<file path="src/rtl/multicycle_main_fsm.sv">
// Main sequencing FSM of the multicycle control unit: fetch, decode, execute, memory, writeback.
// Latency: outputs are combinational from the current state (FETCH also uses mem_ready); NOP 2, branch 3, ALU/store 4, load 5 cycles.
// Backpressure: FETCH, MEMRD and MEMWR hold their state and outputs until mem_ready; mem_ready outside a request is ignored.
module multicycle_main_fsm #(
    parameter int STATE_W = 4
) (
    input  logic               clk,
    input  logic               rst,
    input  logic [1:0]         instr_class,
    input  logic               imm,
    input  logic               load,
    input  logic               set_flags,
    input  logic               cmp,
    input  logic               rd_is_pc,
    input  logic               mem_ready,
    output logic               mem_req,
    output logic               IRWrite,
    output logic               NextPC,
    output logic               AdrSrc,
    output logic [1:0]         ALUSrcA,
    output logic [1:0]         ALUSrcB,
    output logic               ALUOp,
    output logic [1:0]         ResultSrc,
    output logic               PCS,
    output logic               RegW,
    output logic               MemW,
    output logic [1:0]         FlagW,
    output logic               instr_done,
    output logic [STATE_W-1:0] state
);

    // Instruction classes as presented by the instruction register.
    localparam logic [1:0] CLS_DP   = 2'b00;
    localparam logic [1:0] CLS_MEM  = 2'b01;
    localparam logic [1:0] CLS_BR   = 2'b10;

    // Datapath select encodings.
    localparam logic [1:0] SRCA_REG  = 2'b00;
    localparam logic [1:0] SRCA_PC   = 2'b01;
    localparam logic [1:0] SRCB_REG  = 2'b00;
    localparam logic [1:0] SRCB_IMM  = 2'b01;
    localparam logic [1:0] SRCB_FOUR = 2'b10;
    localparam logic [1:0] RES_ALUOUT = 2'b00;
    localparam logic [1:0] RES_RDATA  = 2'b01;
    localparam logic [1:0] RES_ALU    = 2'b10;

    typedef enum logic [STATE_W-1:0] {
        S_FETCH  = STATE_W'(0),
        S_DECODE = STATE_W'(1),
        S_MEMADR = STATE_W'(2),
        S_MEMRD  = STATE_W'(3),
        S_MEMWB  = STATE_W'(4),
        S_MEMWR  = STATE_W'(5),
        S_EXECR  = STATE_W'(6),
        S_EXECI  = STATE_W'(7),
        S_ALUWB  = STATE_W'(8),
        S_BRANCH = STATE_W'(9)
    } state_t;

    state_t r_state;
    state_t w_next;

    // Ungated decode of the current state; the reset gate is applied at the ports.
    logic       w_mem_req;
    logic       w_irwrite;
    logic       w_nextpc;
    logic       w_adrsrc;
    logic [1:0] w_alusrca;
    logic [1:0] w_alusrcb;
    logic       w_aluop;
    logic [1:0] w_resultsrc;
    logic       w_pcs;
    logic       w_regw;
    logic       w_memw;
    logic [1:0] w_flagw;
    logic       w_instr_done;
    logic       w_flag_upd;

    // Both S-bit ops and compares update all four flags.
    assign w_flag_upd = set_flags | cmp;

    // Next-state selection; unused encodings fall back to FETCH.
    always_comb begin
        w_next = S_FETCH;
        case (r_state)
            S_FETCH:  w_next = mem_ready ? S_DECODE : S_FETCH;
            S_DECODE: begin
                case (instr_class)
                    CLS_MEM: w_next = S_MEMADR;
                    CLS_DP:  w_next = imm ? S_EXECI : S_EXECR;
                    CLS_BR:  w_next = S_BRANCH;
                    default: w_next = S_FETCH;
                endcase
            end
            S_MEMADR: w_next = load ? S_MEMRD : S_MEMWR;
            S_MEMRD:  w_next = mem_ready ? S_MEMWB : S_MEMRD;
            S_MEMWB:  w_next = S_FETCH;
            S_MEMWR:  w_next = mem_ready ? S_FETCH : S_MEMWR;
            S_EXECR:  w_next = S_ALUWB;
            S_EXECI:  w_next = S_ALUWB;
            S_ALUWB:  w_next = S_FETCH;
            S_BRANCH: w_next = S_FETCH;
            default:  w_next = S_FETCH;
        endcase
    end

    // Control decode per state; anything not set in a state stays 0.
    always_comb begin
        w_mem_req    = 1'b0;
        w_irwrite    = 1'b0;
        w_nextpc     = 1'b0;
        w_adrsrc     = 1'b0;
        w_alusrca    = SRCA_REG;
        w_alusrcb    = SRCB_REG;
        w_aluop      = 1'b0;
        w_resultsrc  = RES_ALUOUT;
        w_pcs        = 1'b0;
        w_regw       = 1'b0;
        w_memw       = 1'b0;
        w_flagw      = 2'b00;
        w_instr_done = 1'b0;
        case (r_state)
            S_FETCH: begin
                // Fetch from PC while the ALU computes PC+4; IR and PC load only on the ready cycle.
                w_mem_req   = 1'b1;
                w_adrsrc    = 1'b0;
                w_alusrca   = SRCA_PC;
                w_alusrcb   = SRCB_FOUR;
                w_resultsrc = RES_ALU;
                w_irwrite   = mem_ready;
                w_nextpc    = mem_ready;
            end
            S_DECODE: begin
                w_alusrca    = SRCA_PC;
                w_alusrcb    = SRCB_FOUR;
                w_resultsrc  = RES_ALU;
                // A NOP retires straight out of decode.
                w_instr_done = (instr_class == 2'b11);
            end
            S_MEMADR: begin
                w_alusrca = SRCA_REG;
                w_alusrcb = SRCB_IMM;
                w_aluop   = 1'b0;
            end
            S_MEMRD: begin
                w_mem_req = 1'b1;
                w_adrsrc  = 1'b1;
            end
            S_MEMWB: begin
                w_resultsrc  = RES_RDATA;
                w_regw       = 1'b1;
                w_pcs        = rd_is_pc;
                w_instr_done = 1'b1;
            end
            S_MEMWR: begin
                // Write enable is held through the whole wait so the memory sees a stable request.
                w_mem_req    = 1'b1;
                w_adrsrc     = 1'b1;
                w_memw       = 1'b1;
                w_instr_done = mem_ready;
            end
            S_EXECR: begin
                w_alusrca = SRCA_REG;
                w_alusrcb = SRCB_REG;
                w_aluop   = 1'b1;
                w_flagw   = {w_flag_upd, w_flag_upd};
            end
            S_EXECI: begin
                w_alusrca = SRCA_REG;
                w_alusrcb = SRCB_IMM;
                w_aluop   = 1'b1;
                w_flagw   = {w_flag_upd, w_flag_upd};
            end
            S_ALUWB: begin
                // Compares only set flags: no register or PC write.
                w_resultsrc  = RES_ALUOUT;
                w_regw       = ~cmp;
                w_pcs        = rd_is_pc & ~cmp;
                w_instr_done = 1'b1;
            end
            S_BRANCH: begin
                w_alusrca    = SRCA_REG;
                w_alusrcb    = SRCB_IMM;
                w_aluop      = 1'b0;
                w_resultsrc  = RES_ALU;
                w_pcs        = 1'b1;
                w_instr_done = 1'b1;
            end
            default: begin
                w_mem_req = 1'b0;
            end
        endcase
    end

    // State register: synchronous active-low reset returns to FETCH.
    always_ff @(posedge clk) begin
        if (!rst) begin
            r_state <= S_FETCH;
        end else begin
            r_state <= w_next;
        end
    end

    // While reset is low every output is 0, so an abandoned instruction never writes.
    assign mem_req    = rst & w_mem_req;
    assign IRWrite    = rst & w_irwrite;
    assign NextPC     = rst & w_nextpc;
    assign AdrSrc     = rst & w_adrsrc;
    assign ALUSrcA    = rst ? w_alusrca   : 2'b00;
    assign ALUSrcB    = rst ? w_alusrcb   : 2'b00;
    assign ALUOp      = rst & w_aluop;
    assign ResultSrc  = rst ? w_resultsrc : 2'b00;
    assign PCS        = rst & w_pcs;
    assign RegW       = rst & w_regw;
    assign MemW       = rst & w_memw;
    assign FlagW      = rst ? w_flagw     : 2'b00;
    assign instr_done = rst & w_instr_done;
    assign state      = rst ? r_state     : '0;

endmodule

</file>
<file path="config.mk">
export PLATFORM = sky130hd
export DESIGN_NAME = multicycle_main_fsm
export DESIGN_NICKNAME = d
export VERILOG_FILES = /design/src/rtl/multicycle_main_fsm.sv
export SDC_FILE = /design/constraint.sdc
export NUM_CORES = 1
export LEC_CHECK = 0
export BUFFER_PORTS_ARGS = -buffer_cell sky130_fd_sc_hd__buf_2
export CAP_MARGIN = 20
export CORE_AREA = 2 2 39 41
export CTS_CLUSTER_DIAMETER = 60
export DETAILED_ROUTE_END_ITERATION = 12
export DIE_AREA = 0 0 41 43
export PLACE_DENSITY = 0.7
export RECOVER_POWER = 50
export SYNTH_ARGS = -nofsm -noshare
export SYNTH_HDL_FRONTEND = slang
export SYNTH_SLANG_ARGS = --single-unit
</file>
<file path="constraint.sdc">
create_clock -name clk -period 2.5 [get_ports clk]
set_input_delay 0.5 -clock clk [delete_from_list [all_inputs] [get_ports clk]]
set_output_delay 0.5 -clock clk [all_outputs]
set_load 0.02 [all_outputs]
</file>
After elaboration in Yosys (flattened, before gate mapping):

Index checks and enable logic that the tools add are counted.

* multipliers: 0
* shift operators: 0
* bitwise operators: 11
* magnitude comparators: 0
* add/sub/neg operators: 0
* eq/ne operators: 12
* divide/modulo/power cells: 0
* mux-type cells: 24
* reductions and logical operators: 9

Operators by type and width (number)
* one-hot mux 4 bit (6 select lines): 1
* equality test 4 x 3 -> 1 bit (second input constant): 4
* one-hot mux 4 bit (3 select lines): 1
* OR reduction 3 bit: 4
* 2-to-1 mux 2 bit: 5
* bitwise AND 1 bit: 9
* 2-to-1 mux 3 bit: 3
* equality test 4 x 2 -> 1 bit (second input constant): 2
* equality test 4 bit (second input constant): 2
* 2-to-1 mux 1 bit: 8
* one-hot mux 2 bit (2 select lines): 2
* one-hot mux 1 bit (3 select lines): 2
* OR reduction 2 bit: 3
* equality test 2 bit (second input constant): 2
* equality test 4 x 1 -> 1 bit (second input constant): 1
* zero test 4 bit: 1
* 2-to-1 mux 4 bit: 1
* equality test 2 x 1 -> 1 bit (second input constant): 1
* zero test 2 bit: 1
* one-hot mux 1 bit (2 select lines): 1
* NOT 1 bit: 1
* bitwise OR 1 bit: 1

* input bits: 10
* ROM bits: 0
* memories kept: 0
* latch bits: 0
* register bits: 4
* output and inout bits: 21
* logic and storage cells: 57
* RAM bits: 0

Longest topological paths before layout:

Gate-level depths: netlist of run 1.

* word-level depth: 4
* depth in mapped cells: 5
* mapped depth without buffers: 3

Worst setup path after synthesis of run 1:

OpenSTA, ideal clock, no wires.

* path kind: input -> output
* start: input port rst
* end: output port FlagW[1]
* stages on the path: 5
* path buffers: 2
* required time: 2.000 ns
* arrival: 1.606 ns
* slack: 0.394 ns
* cell sequence: clkbuf_1 -> nor2b_1 -> and3_1 -> o21a_1 -> buf_4

* cells in the longest elaborated chain, start to end: 1

RTL lines
* start: declaration: line 8 `input logic rst,`
* 2-to-1 mux 2 bit: line 216 `assign FlagW = rst ? w_flagw : 2'b00;`
* end: declaration: line 27 `output logic [1:0] FlagW,`

No other way between the ends.

Worst setup path in the final report of run 1:

* start: register r_state[2]
* end: output port FlagW[1]

* cells in the longest elaborated chain, start to end: 4
* elaborated cells between the ends (all ways): 5
* classes of those cells: 2 x eq/ne; 2 x mux; 1 x reduce/logical

RTL lines
* start: declaration: line 60 `state_t r_state;`
* start signal: assignment: line 200 `r_state <= w_next;`
* equality test 4 x 3 -> 1 bit: line 122 `case (r_state)`
* OR reduction 2 bit (no line) (*)
* 2-to-1 mux 2 bit (*): line 122
* 2-to-1 mux 2 bit (*): line 216

Every way passes the cells marked *; elsewhere a longest branch is shown, timed or not.

==> results of run 1 <==
==> Yosys cell counts, drive strengths merged <==
library cell and number:
and3b 1, dfxtp 4, nand3b 2, and3 4, nand2b 4, o31a 2, inv 1, a32oi 2
or4b 1, o21a 2, nand2 1, a311oi 1, a21oi 3, and2 4, nor2 4, clkbuf 2
xor2 1, nor2b 9, buf 8, nor3 8, a211oi 2, o21ai 2, nor4b 1, xnor2 1
conb 1, o211a 1
==> report_power, final <==
group          internal (uW)  leakage (uW)  switching [uW]
clock network           53.5     0.0000138            23.9
logic                   35.7      0.000268            56.3
registers               68.1     0.0000327            12.4
total                    157      0.000315            92.6
==> layer usage <==
metal / global-route usage / share of wire
met5: 0 / 0
met4: 0.0800 / 0
met3: 0 / 0.057
met1: 0.206 / 0.45
met2: 0.244 / 0.49
==> worst max path at each step <==
stage / cells past startpoint / slack, ns / to / from
global placement: 4 / 0.69 / ALUSrcB[0] / r_state[0]
global route: 4 / 0.22 / FlagW[0] / r_state[2]
CTS: 4 / 0.42 / ALUSrcB[0] / r_state[0]
floorplan: 5 / 0.39 / FlagW[1] / rst
detailed placement: 4 / 0.67 / ALUSrcB[0] / r_state[0]
finish: 4 / 0.33 / FlagW[1] / r_state[2]
==> cell type report <==
| type | instances | area, um2 |
|---|---|---|
| clock buffer | 3 | 22.5 |
| fill | 168 | 749 |
| inverter | 1 | 3.75 |
| multi-input combinational | 57 | 368 |
| sequential | 4 | 80.1 |
| tap | 16 | 20.0 |
| timing repair buffer | 30 | 140 |
==> logic make-up after synthesis <==
| family | Yosys count |
|---|---|
| compound gates | 15 |
| xor+xnor | 2 |
| buf+inv | 11 |
| flops | 4 |
| other cells | 1 |
| simple gates | 39 |
==> through the flow <==
step           hold slack, ns  instances  worst slack (ns)
3_3_place_gp            0.642        108             0.694
6_report                0.635        111             0.332
4_1_cts                 0.619        111             0.419
3_5_place_dp            0.658        108             0.675
5_1_grt                 0.652        111             0.222
2_1_floorplan           0.618         72             0.394
==> tightest hold or removal path: cells and delay by family <==
kind,cells,cell delay (ns)
AOI/OAI and AO/OA,1,0.07
buffers and inverters,1,0.13
and+or+nand+nor,1,0.11
==> run_summary.xml, run 1 <==
<?xml version="1.0" encoding="UTF-8"?>
<metrics>
  <group name="power_and_ir_drop">
    <metric name="peakVddDrop" unit="V">0.000213</metric>
    <metric name="report.power.total" unit="uW">250</metric>
    <metric name="power_per_cell_area" unit="nW/um2">394</metric>
    <metric name="leakage_power" unit="uW">0.000315</metric>
  </group>
  <group name="routing">
    <metric name="dr.first_iter.drc_count" unit="">10</metric>
    <metric name="detail_route_antenna_nets" unit="">0</metric>
    <metric name="finalWirelength" unit="mm">1.27</metric>
    <metric name="drt_first_pass_iters" unit="">4</metric>
    <metric name="number_of_vias_after_detailed_routing" unit="">582</metric>
    <metric name="drc" unit="">0</metric>
    <metric name="detail_routed_via_count_per_cell" unit="">5.24</metric>
    <metric name="route.detailed.wl_per_inst" unit="um">11.5</metric>
  </group>
  <group name="logic_synthesis">
    <metric name="yosys.area_share.adder" unit="">0</metric>
    <metric name="synth-compound-area-share" unit="">0.212</metric>
    <metric name="number_of_flip_flops_and_latches_in_the_synthesized_netlist" unit="">4</metric>
    <metric name="synth.yosys.seq_area_share" unit="">0.156</metric>
    <metric name="netlist_top_cells_area" unit="">sky130_fd_sc_hd__dfxtp_1 (16%), sky130_fd_sc_hd__nor2b_1 (11%), sky130_fd_sc_hd__nor3_1 (6.8%), sky130_fd_sc_hd__buf_4 (5.9%), sky130_fd_sc_hd__and2_1 (4.9%)</metric>
    <metric name="post-synth-top-area-cell" unit="">sky130_fd_sc_hd__dfxtp_1</metric>
    <metric name="synthesis.area_per_instance" unit="um2">7.12</metric>
    <metric name="ys_types" unit="">28</metric>
    <metric name="synth_fp_nets" unit="">82</metric>
    <metric name="synthSimpleGateAreaFrac" unit="">0.471</metric>
    <metric name="synth_top_family_by_area" unit="">simple AND/OR/NAND/NOR gates</metric>
    <metric name="synthesis.instances" unit="">72</metric>
    <metric name="synth-warning-count" unit="">0</metric>
    <metric name="synthMuxAreaShare" unit="">0</metric>
    <metric name="synth_top_cell_area_share" unit="">0.156</metric>
    <metric name="synthXorXnorAreaFrac" unit="">0.0341</metric>
    <metric name="synth_area" unit="um2">513</metric>
  </group>
  <group name="worst_setup_path">
    <metric name="critPathKind" unit="">reg -&gt; out</metric>
    <metric name="crit_slowest_cell" unit="">sky130_fd_sc_hd__dfxtp_1</metric>
    <metric name="path_cells" unit="">clkbuf_1 &gt; and3_1 &gt; o21a_1 &gt; buf_2</metric>
    <metric name="critical-path-top-delay-family" unit="">buffers and inverters</metric>
    <metric name="rr_endpoint" unit="">r_state[0]</metric>
    <metric name="worst-r2r-setup-slack" unit="ns">0.90</metric>
    <metric name="timing.critical_path.arrival" unit="ns">1.67</metric>
    <metric name="cp.buffers_inverters" unit="">2</metric>
    <metric name="crit_fanout" unit="">11</metric>
    <metric name="r2r.worst_path.cells" unit="">4</metric>
    <metric name="timing.critical_path.from_type" unit="">flip-flop</metric>
    <metric name="r2r_start" unit="">r_state[2]</metric>
    <metric name="timing.critical_path.to_type" unit="">output pin</metric>
    <metric name="critical_path_required_time" unit="ns">2.00</metric>
    <metric name="worst_path_largest_cell_delay" unit="ns">0.50</metric>
  </group>
  <group name="clocking">
    <metric name="cts_tree" unit="">yes</metric>
    <metric name="cts.repair_timing.setup_buffer_count" unit="">0</metric>
    <metric name="worst_setup_hold_path_clk_slew" unit="ns">0.04</metric>
    <metric name="cts-htree-levels" unit="">1</metric>
    <metric name="ctsHoldBuffers" unit="">0</metric>
    <metric name="cts_buffer_depth" unit="">2</metric>
    <metric name="cts_made_buffers" unit="">3</metric>
    <metric name="cts_repair_resize_count" unit="">0</metric>
    <metric name="cts_root_buffer" unit="">sky130_fd_sc_hd__clkbuf_4</metric>
    <metric name="sink_count" unit="">4</metric>
    <metric name="clkLatencyLatePin" unit="ns">0.23</metric>
  </group>
  <group name="cells_and_area">
    <metric name="largest_register_ff_count" unit="">4</metric>
    <metric name="final_nets" unit="">107</metric>
    <metric name="area_growth_synth_to_finish" unit="%">23.7</metric>
    <metric name="most_used_cells_in_the_layout_excluding_fill_and_tap_cells" unit="">sky130_fd_sc_hd__buf_2 (22), sky130_fd_sc_hd__nor2b_1 (9), sky130_fd_sc_hd__clkbuf_1 (8)</metric>
    <metric name="postLayoutCellArea" unit="um2">634</metric>
    <metric name="regMostFlops" unit="">r_state</metric>
    <metric name="reg.largest.list" unit="">r_state (4)</metric>
    <metric name="antenna_cells_inserted" unit="">0</metric>
    <metric name="layout-drive-gt1-share" unit="">0.274</metric>
    <metric name="postLayoutCoreUtil" unit="">0.458</metric>
    <metric name="mostFrequentLayoutCell" unit="">sky130_fd_sc_hd__buf_2</metric>
  </group>
  <group name="die">
    <metric name="dieArea" unit="um2">1760</metric>
    <metric name="start_util" unit="">0.371</metric>
    <metric name="std_cell_rows" unit="">14</metric>
    <metric name="horizontal_die_dimension" unit="um">41</metric>
    <metric name="core" unit="um2">1380</metric>
    <metric name="number_of_ports_placed_on_the_die_boundary" unit="">31</metric>
    <metric name="die_h" unit="um">43</metric>
  </group>
  <group name="timing">
    <metric name="period_share" unit="">0.867</metric>
    <metric name="totalNegativeSetupSlack" unit="ns">0</metric>
    <metric name="rsz_0062_raised_after_global_routing" unit="">false</metric>
    <metric name="slew_violations" unit="">0</metric>
    <metric name="timing.fmax" unit="MHz">461</metric>
    <metric name="timing.clock.skew" unit="ns">0.00213</metric>
    <metric name="min_period" unit="ns">2.17</metric>
    <metric name="finalHoldViolCount" unit="">0</metric>
    <metric name="setup-violations-final" unit="">0</metric>
  </group>
  <group name="global_routing">
    <metric name="via_count_of_the_first_global_routing_pass" unit="">487</metric>
    <metric name="global_route.usage.total" unit="">0.155</metric>
    <metric name="grt_pass1_wl" unit="mm">1.95</metric>
    <metric name="grt.overflow.total" unit="">0</metric>
    <metric name="pin_count_of_the_biggest_net_entering_global_routing" unit="">16</metric>
    <metric name="initial_antenna_violation_count" unit="">0</metric>
  </group>
  <group name="worst_hold_path">
    <metric name="hold_path.startpoint" unit="">instr_class[1]</metric>
    <metric name="min_path_cells" unit="">3</metric>
    <metric name="min-delay-path-class" unit="">in -&gt; reg</metric>
    <metric name="worst_hold_path.endpoint" unit="">r_state[1]</metric>
  </group>
  <group name="status">
    <metric name="run_status" unit="">completed</metric>
  </group>
  <group name="place">
    <metric name="postPlaceCellArea" unit="um2">628</metric>
    <metric name="port_buffers" unit="">29</metric>
    <metric name="hpwlAfterDp" unit="um">974</metric>
    <metric name="last_weighted_congestion_value_of_the_routability_driven_placer" unit="">0.809</metric>
  </group>
  <group name="job">
    <metric name="maxCapViolations" unit="">0</metric>
  </group>
</metrics>
Note: power is estimated with default switching activity, not from simulation.
==> inputs of run 2 (changes only) <==
==> constraint.sdc (replaced) <==
create_clock -name clk -period 2.5 [get_ports clk]
set_input_delay 0.25 -clock clk [delete_from_list [all_inputs] [get_ports clk]]
set_output_delay 0.25 -clock clk [all_outputs]
set_load 0.02 [all_outputs]
==> run_summary.xml, run 2 (synthesized netlist as in run 1, its figures left out) <==
<?xml version="1.0" encoding="UTF-8"?>
<metrics>
  <group name="status">
    <metric name="run_status" unit="">completed</metric>
  </group>
  <group name="timing">
    <metric name="max_slew.worst_pin.slew" unit="ns">0.615</metric>
    <metric name="setup-violations-final" unit="">0</metric>
    <metric name="period_share" unit="">0.788</metric>
    <metric name="final_critical_path_setup_slack" unit="ns">0.530</metric>
    <metric name="timing.fmax" unit="MHz">508</metric>
    <metric name="timing.clock.skew" unit="ns">0.00223</metric>
    <metric name="finalHoldViolCount" unit="">0</metric>
    <metric name="min_period" unit="ns">1.97</metric>
    <metric name="slew_violations" unit="">0</metric>
    <metric name="timing.slew.headroom" unit="">0.589</metric>
    <metric name="rsz_0062_raised_after_global_routing" unit="">false</metric>
    <metric name="timing.hold.ws" unit="ns">0.400</metric>
    <metric name="totalNegativeSetupSlack" unit="ns">0</metric>
  </group>
  <group name="die">
    <metric name="die_h" unit="um">43</metric>
    <metric name="start_util" unit="">0.371</metric>
    <metric name="core" unit="um2">1380</metric>
    <metric name="std_cell_rows" unit="">14</metric>
    <metric name="horizontal_die_dimension" unit="um">41</metric>
    <metric name="dieArea" unit="um2">1760</metric>
    <metric name="number_of_ports_placed_on_the_die_boundary" unit="">31</metric>
  </group>
  <group name="clocking">
    <metric name="ctsHoldBuffers" unit="">0</metric>
    <metric name="cts_root_buffer" unit="">sky130_fd_sc_hd__clkbuf_4</metric>
    <metric name="cts-htree-levels" unit="">1</metric>
    <metric name="cts.repair_timing.setup_buffer_count" unit="">0</metric>
    <metric name="cts_made_buffers" unit="">3</metric>
    <metric name="cts_buffer_depth" unit="">2</metric>
    <metric name="worst_setup_hold_path_clk_slew" unit="ns">0.04</metric>
    <metric name="cts_tree" unit="">yes</metric>
    <metric name="clkLatencyLatePin" unit="ns">0.23</metric>
    <metric name="cts_repair_resize_count" unit="">0</metric>
    <metric name="sink_count" unit="">4</metric>
  </group>
  <group name="global_routing">
    <metric name="pin_count_of_the_biggest_net_entering_global_routing" unit="">21</metric>
    <metric name="grt_pass1_wl" unit="mm">1.93</metric>
    <metric name="via_count_of_the_first_global_routing_pass" unit="">473</metric>
    <metric name="grt.overflow.total" unit="">0</metric>
    <metric name="initial_antenna_violation_count" unit="">0</metric>
    <metric name="global_route.usage.total" unit="">0.147</metric>
  </group>
  <group name="place">
    <metric name="port_buffers" unit="">29</metric>
    <metric name="place_ws" unit="ns">0.791</metric>
    <metric name="hpwlAfterDp" unit="um">926</metric>
    <metric name="last_weighted_congestion_value_of_the_routability_driven_placer" unit="">0.815</metric>
  </group>
  <group name="cells_and_area">
    <metric name="regMostFlops" unit="">r_state</metric>
    <metric name="layout-drive-gt1-share" unit="">0.266</metric>
    <metric name="area_growth_synth_to_finish" unit="%">22.0</metric>
    <metric name="reg.largest.list" unit="">r_state (4)</metric>
    <metric name="largest_register_ff_count" unit="">4</metric>
    <metric name="fill_cells" unit="">158</metric>
    <metric name="antenna_cells_inserted" unit="">0</metric>
    <metric name="mostFrequentLayoutCell" unit="">sky130_fd_sc_hd__buf_2</metric>
    <metric name="postLayoutCoreUtil" unit="">0.452</metric>
    <metric name="most_used_cells_in_the_layout_excluding_fill_and_tap_cells" unit="">sky130_fd_sc_hd__buf_2 (22), sky130_fd_sc_hd__nor2b_1 (9), sky130_fd_sc_hd__nor3_1 (8)</metric>
    <metric name="final_nets" unit="">106</metric>
  </group>
  <group name="routing">
    <metric name="detail_routed_via_count_per_cell" unit="">5.30</metric>
    <metric name="finalWirelength" unit="mm">1.22</metric>
    <metric name="number_of_vias_after_detailed_routing" unit="">583</metric>
    <metric name="detail_route_antenna_nets" unit="">0</metric>
    <metric name="drc" unit="">0</metric>
    <metric name="drt_first_pass_iters" unit="">4</metric>
    <metric name="dr.first_iter.drc_count" unit="">8</metric>
    <metric name="route.detailed.wl_per_inst" unit="um">11.1</metric>
  </group>
  <group name="power_and_ir_drop">
    <metric name="power_per_cell_area" unit="nW/um2">394</metric>
    <metric name="net-switching-power" unit="uW">89.9</metric>
    <metric name="cell_internal_pwr" unit="uW">157</metric>
    <metric name="clkPwrFrac" unit="">0.307</metric>
    <metric name="peakVddDrop" unit="V">0.000260</metric>
    <metric name="comb_power_share" unit="">0.359</metric>
    <metric name="p_sw_frac" unit="">0.364</metric>
    <metric name="p_seq_frac" unit="">0.334</metric>
    <metric name="leakage_power" unit="uW">0.000312</metric>
  </group>
  <group name="worst_setup_path">
    <metric name="timing.critical_path.to_type" unit="">output pin</metric>
    <metric name="worst-r2r-setup-slack" unit="ns">0.98</metric>
    <metric name="critical_path_required_time" unit="ns">2.25</metric>
    <metric name="timing.critical_path.arrival" unit="ns">1.72</metric>
    <metric name="crit_fanout" unit="">20</metric>
    <metric name="critPathKind" unit="">reg -&gt; out</metric>
    <metric name="timing.critical_path.from_type" unit="">flip-flop</metric>
  </group>
  <group name="worst_hold_path">
    <metric name="min-delay-path-class" unit="">in -&gt; reg</metric>
  </group>
  <group name="job">
    <metric name="maxCapViolations" unit="">0</metric>
  </group>
</metrics>
-- run 2: area by class of cell --
type	instances	area, um2	share of cell area
Multi-Input combinational cell	57	363	0.580
Inverter	1	3.75	0.00600
Sequential cell	4	80.1	0.128
Clock buffer	3	22.5	0.0360
Tap cell	16	20.0	0.0320
Timing Repair Buffer	29	136	0.218
-- run 2: final timing paths --
check	start	to	depth (start not counted)
worst max register to register	r_state[0]	r_state[0]	3
worst max-delay path	r_state[2]	PCS	4
worst min-delay path	instr_class[1]	r_state[1]	3
worst min register to register	r_state[1]	r_state[1]	2
-- run 2: per-stage QoR --
step / total power (uW) / std cells / cell area [um2]
after floorplan: 151 / 72 / 513
after global placement: 174 / 107 / 621
after detailed placement: 175 / 107 / 621
after CTS: 255 / 110 / 643
after global routing: 266 / 110 / 626
final: 247 / 110 / 626
-- run 2: power by group through the flow --
stage | Sequential (uW) | Clock, uW | Combinational [uW]
3_3_place_gp | 82.6 | 0 | 91.6
2_1_floorplan | 71.6 | 0 | 79.7
6_report | 82.3 | 75.8 | 88.7
5_1_grt | 84.1 | 82.9 | 99.3
3_5_place_dp | 83.4 | 0 | 91.9
4_1_cts | 82.2 | 80.7 | 92.4
-- run 2: critical path, stage by stage, from the launching register on --
cell,delay (ns)
sky130_fd_sc_hd__dfxtp_1,0.70
sky130_fd_sc_hd__nor2b_1,0.35
sky130_fd_sc_hd__nand3b_1,0.11
sky130_fd_sc_hd__a21oi_1,0.15
sky130_fd_sc_hd__buf_2,0.18
-- run 2: metal layers --
layer | GRT usage | part of all wire | vias up
met5 | 0 | 0 | -
met4 | 0.0400 | 0 | 0
met3 | 0 | 0.055 | 0
met2 | 0.231 | 0.48 | 20
met1 | 0.213 | 0.46 | 271
li1 | - | - | 292
==> inputs of run 3 (changes only) <==
Settings changed: ABC_AREA set to 1, CORE_AREA 2 2 39 41 to not set, CORE_UTILIZATION set to 38, DIE_AREA 0 0 41 43 to not set, PLACE_DENSITY 0.7 to 0.71.
Clock period 2.5 ns to 1.6 ns, I/O delays scaled along.
==> run_summary.xml, run 3 <==
<?xml version="1.0" encoding="UTF-8"?>
<metrics>
  <group name="logic_synthesis">
    <metric name="synth_enable_flop_cells" unit="">0</metric>
    <metric name="synth_fp_nets" unit="">113</metric>
    <metric name="synth_top_cell_area_share" unit="">0.203</metric>
    <metric name="dominantRegCellSynth" unit="">sky130_fd_sc_hd__dfxtp_1</metric>
    <metric name="asyncSetResetFlopFracSynth" unit="">0</metric>
    <metric name="synth_most_common_cell" unit="">sky130_fd_sc_hd__nand2_1</metric>
    <metric name="ys_types" unit="">18</metric>
    <metric name="synthesis.instances" unit="">103</metric>
    <metric name="netlist_top_cells_area" unit="">sky130_fd_sc_hd__nand2_1 (20%), sky130_fd_sc_hd__dfxtp_1 (15%), sky130_fd_sc_hd__inv_1 (14%), sky130_fd_sc_hd__nor2_1 (9.8%), sky130_fd_sc_hd__buf_4 (8.4%)</metric>
    <metric name="post-synth-top-area-cell" unit="">sky130_fd_sc_hd__nand2_1</metric>
    <metric name="synth-warning-count" unit="">0</metric>
    <metric name="synth_area" unit="um2">536</metric>
    <metric name="synth.top_cells.by_count" unit="">sky130_fd_sc_hd__nand2_1 (29), sky130_fd_sc_hd__inv_1 (20), sky130_fd_sc_hd__nor2_1 (14)</metric>
    <metric name="synth.yosys.seq_area_share" unit="">0.150</metric>
    <metric name="number_of_flip_flops_and_latches_in_the_synthesized_netlist" unit="">4</metric>
    <metric name="synthesis.area_per_instance" unit="um2">5.20</metric>
  </group>
  <group name="global_routing">
    <metric name="grt_pass1_wl" unit="mm">1.91</metric>
    <metric name="grt.overflow.total" unit="">0</metric>
    <metric name="initial_antenna_violation_count" unit="">0</metric>
    <metric name="global_route.usage.total" unit="">0.173</metric>
    <metric name="via_count_of_the_first_global_routing_pass" unit="">534</metric>
    <metric name="pin_count_of_the_biggest_net_entering_global_routing" unit="">14</metric>
  </group>
  <group name="power_and_ir_drop">
    <metric name="leakage_power" unit="uW">0.000461</metric>
    <metric name="peakVddDrop" unit="V">0.000563</metric>
    <metric name="report.power.total" unit="uW">403</metric>
    <metric name="power_per_cell_area" unit="nW/um2">578</metric>
  </group>
  <group name="timing">
    <metric name="timing.hold.ws" unit="ns">0.223</metric>
    <metric name="timing.clock.skew" unit="ns">0.00194</metric>
    <metric name="rsz_0062_raised_after_global_routing" unit="">true</metric>
    <metric name="timing.fmax" unit="MHz">662</metric>
    <metric name="finalHoldViolCount" unit="">0</metric>
    <metric name="period_share" unit="">0.944</metric>
    <metric name="setup-violations-final" unit="">0</metric>
    <metric name="slew_violations" unit="">0</metric>
    <metric name="min_period" unit="ns">1.51</metric>
  </group>
  <group name="cells_and_area">
    <metric name="mostFrequentLayoutCell" unit="">sky130_fd_sc_hd__nand2_1</metric>
    <metric name="final_nets" unit="">141</metric>
    <metric name="antenna_cells_inserted" unit="">0</metric>
    <metric name="regMostFlops" unit="">r_state</metric>
    <metric name="final_cells" unit="">144</metric>
    <metric name="layout-drive-gt1-share" unit="">0.310</metric>
    <metric name="area_growth_synth_to_finish" unit="%">30.1</metric>
    <metric name="largest_register_ff_count" unit="">4</metric>
    <metric name="most_used_cells_in_the_layout_excluding_fill_and_tap_cells" unit="">sky130_fd_sc_hd__nand2_1 (29), sky130_fd_sc_hd__buf_2 (26), sky130_fd_sc_hd__inv_1 (19)</metric>
    <metric name="postLayoutCoreUtil" unit="">0.536</metric>
    <metric name="reg.largest.list" unit="">r_state (4)</metric>
    <metric name="postLayoutCellArea" unit="um2">697</metric>
  </group>
  <group name="die">
    <metric name="number_of_ports_placed_on_the_die_boundary" unit="">31</metric>
    <metric name="start_util" unit="">0.412</metric>
    <metric name="std_cell_rows" unit="">13</metric>
    <metric name="core" unit="um2">1300</metric>
    <metric name="dieArea" unit="um2">1560</metric>
    <metric name="die_h" unit="um">39.5</metric>
    <metric name="horizontal_die_dimension" unit="um">39.5</metric>
  </group>
  <group name="worst_setup_path">
    <metric name="timing.critical_path.from_type" unit="">flip-flop</metric>
    <metric name="path_cells" unit="">nor2_2 &gt; nand2_1 &gt; nor3_1 &gt; buf_2</metric>
    <metric name="crit_slowest_cell" unit="">sky130_fd_sc_hd__dfxtp_1</metric>
    <metric name="timing.critical_path.from" unit="">r_state[2]</metric>
    <metric name="r2r_start" unit="">r_state[2]</metric>
    <metric name="crit_fanout" unit="">8</metric>
    <metric name="critical_path_required_time" unit="ns">1.44</metric>
    <metric name="worst_path_largest_cell_delay" unit="ns">0.35</metric>
    <metric name="timing.critical_path.arrival" unit="ns">1.35</metric>
    <metric name="critPathKind" unit="">reg -&gt; out</metric>
    <metric name="timing.critical_path.to_type" unit="">output pin</metric>
  </group>
  <group name="clocking">
    <metric name="cts_made_buffers" unit="">3</metric>
    <metric name="cts-htree-levels" unit="">1</metric>
    <metric name="ctsHoldBuffers" unit="">0</metric>
    <metric name="cts_tree" unit="">yes</metric>
    <metric name="cts_buffer_depth" unit="">2</metric>
    <metric name="clkLatencyLatePin" unit="ns">0.22</metric>
    <metric name="worst_setup_hold_path_clk_slew" unit="ns">0.03</metric>
    <metric name="sink_count" unit="">4</metric>
    <metric name="cts_root_buffer" unit="">sky130_fd_sc_hd__clkbuf_4</metric>
  </group>
  <group name="worst_hold_path">
    <metric name="min-delay-path-class" unit="">in -&gt; reg</metric>
    <metric name="hold_path.startpoint" unit="">rst</metric>
  </group>
  <group name="routing">
    <metric name="finalWirelength" unit="mm">1.24</metric>
    <metric name="detail_routed_via_count_per_cell" unit="">4.77</metric>
    <metric name="number_of_vias_after_detailed_routing" unit="">687</metric>
    <metric name="route.detailed.wl_per_inst" unit="um">8.61</metric>
    <metric name="drt_first_pass_iters" unit="">4</metric>
    <metric name="detail_route_antenna_nets" unit="">0</metric>
    <metric name="drc" unit="">0</metric>
    <metric name="dr.first_iter.drc_count" unit="">13</metric>
  </group>
  <group name="job">
    <metric name="maxCapViolations" unit="">0</metric>
  </group>
  <group name="place">
    <metric name="post-place-cells" unit="">141</metric>
    <metric name="hpwlAfterDp" unit="mm">1.03</metric>
    <metric name="postPlaceCellArea" unit="um2">659</metric>
    <metric name="port_buffers" unit="">29</metric>
    <metric name="last_weighted_congestion_value_of_the_routability_driven_placer" unit="">0.821</metric>
  </group>
  <group name="status">
    <metric name="run_status" unit="">completed</metric>
  </group>
</metrics>
==> run 3: changes by cell type after synthesis, moves of 5 or more <==
cell | before | now
sky130_fd_sc_hd__nand4_1 | 0 | 5
sky130_fd_sc_hd__nor3_1 | 7 | 2
sky130_fd_sc_hd__nand2_1 | 1 | 29
sky130_fd_sc_hd__nor2_1 | 4 | 14
sky130_fd_sc_hd__nand3_1 | 0 | 7
sky130_fd_sc_hd__inv_1 | 1 | 20
sky130_fd_sc_hd__nor2b_1 | 9 | 0
==> run 3: repair_timing <==
| action | 4_1_cts | 5_1_grt |
|---|---|---|
| pin swaps | 0 | 0 |
| endpoints found under the setup margin | 3 | 7 |
| setup buffers | 0 | 0 |
| endpoints found under the hold margin | 0 | 0 |
| gates resized for setup | 1 | 5 |
==> run 3: final cells by class <==
class,count,area (um2)
Clock buffer,3,22.5
Inverter,20,75.1
Tap cell,15,18.8
Sequential cell,4,83.8
Multi-Input combinational cell,71,340
Timing Repair Buffer,31,156
Fill cell,159,604
==> run 3: per-layer routing <==
metal | track usage | wire (um) | up-vias
met5 | 0 | 0 | -
met4 | 0.0259 | 0 | 0
li1 | - | - | 365
met3 | 0.0170 | 69 | 0
met2 | 0.340 | 548 | 20
met1 | 0.196 | 621 | 302
==> run 3: final timing paths <==
path / endpoint / cells after the start / slack, ns
worst max-delay path: NextPC / 4 / 0.09
worst min-delay path: r_state[1] / 3 / 0.22
worst max register to register: r_state[0] / 5 / 0.53
worst min register to register: r_state[3] / 2 / 0.57
==> run 3: power breakdown <==
group	switching, uW	internal [uW]	total, uW
clock network	32.2	83.3	115
logic	112	59.3	171
registers	10.1	106	116
==> run 3: metrics by stage <==
stage                     setup WS [ns]  setup TNS, ns
after floorplan                  0.0125              0
after global placement            0.231              0
after detailed placement          0.181              0
after CTS                        0.0414              0
after global routing            -0.0247         -0.104
final                            0.0895              0
==> run 3: critical path: cells and delay by family, from the launching register on <==
kind	cells	cell delay (ns)
buf+inv	1	0.20
simple gates	3	0.58
flops	1	0.35
==> run 3: kinds of logic (layout without fill, tap and decap cells) <==
logic type	after synthesis	in the layout	share of synthesized area
other	1	1	0.00700
AND/OR/NAND/NOR	63	63	0.514
buffers and inverters	28	54	0.243
flip-flops	4	4	0.150
AO/OA/AOI/OAI	7	7	0.0865
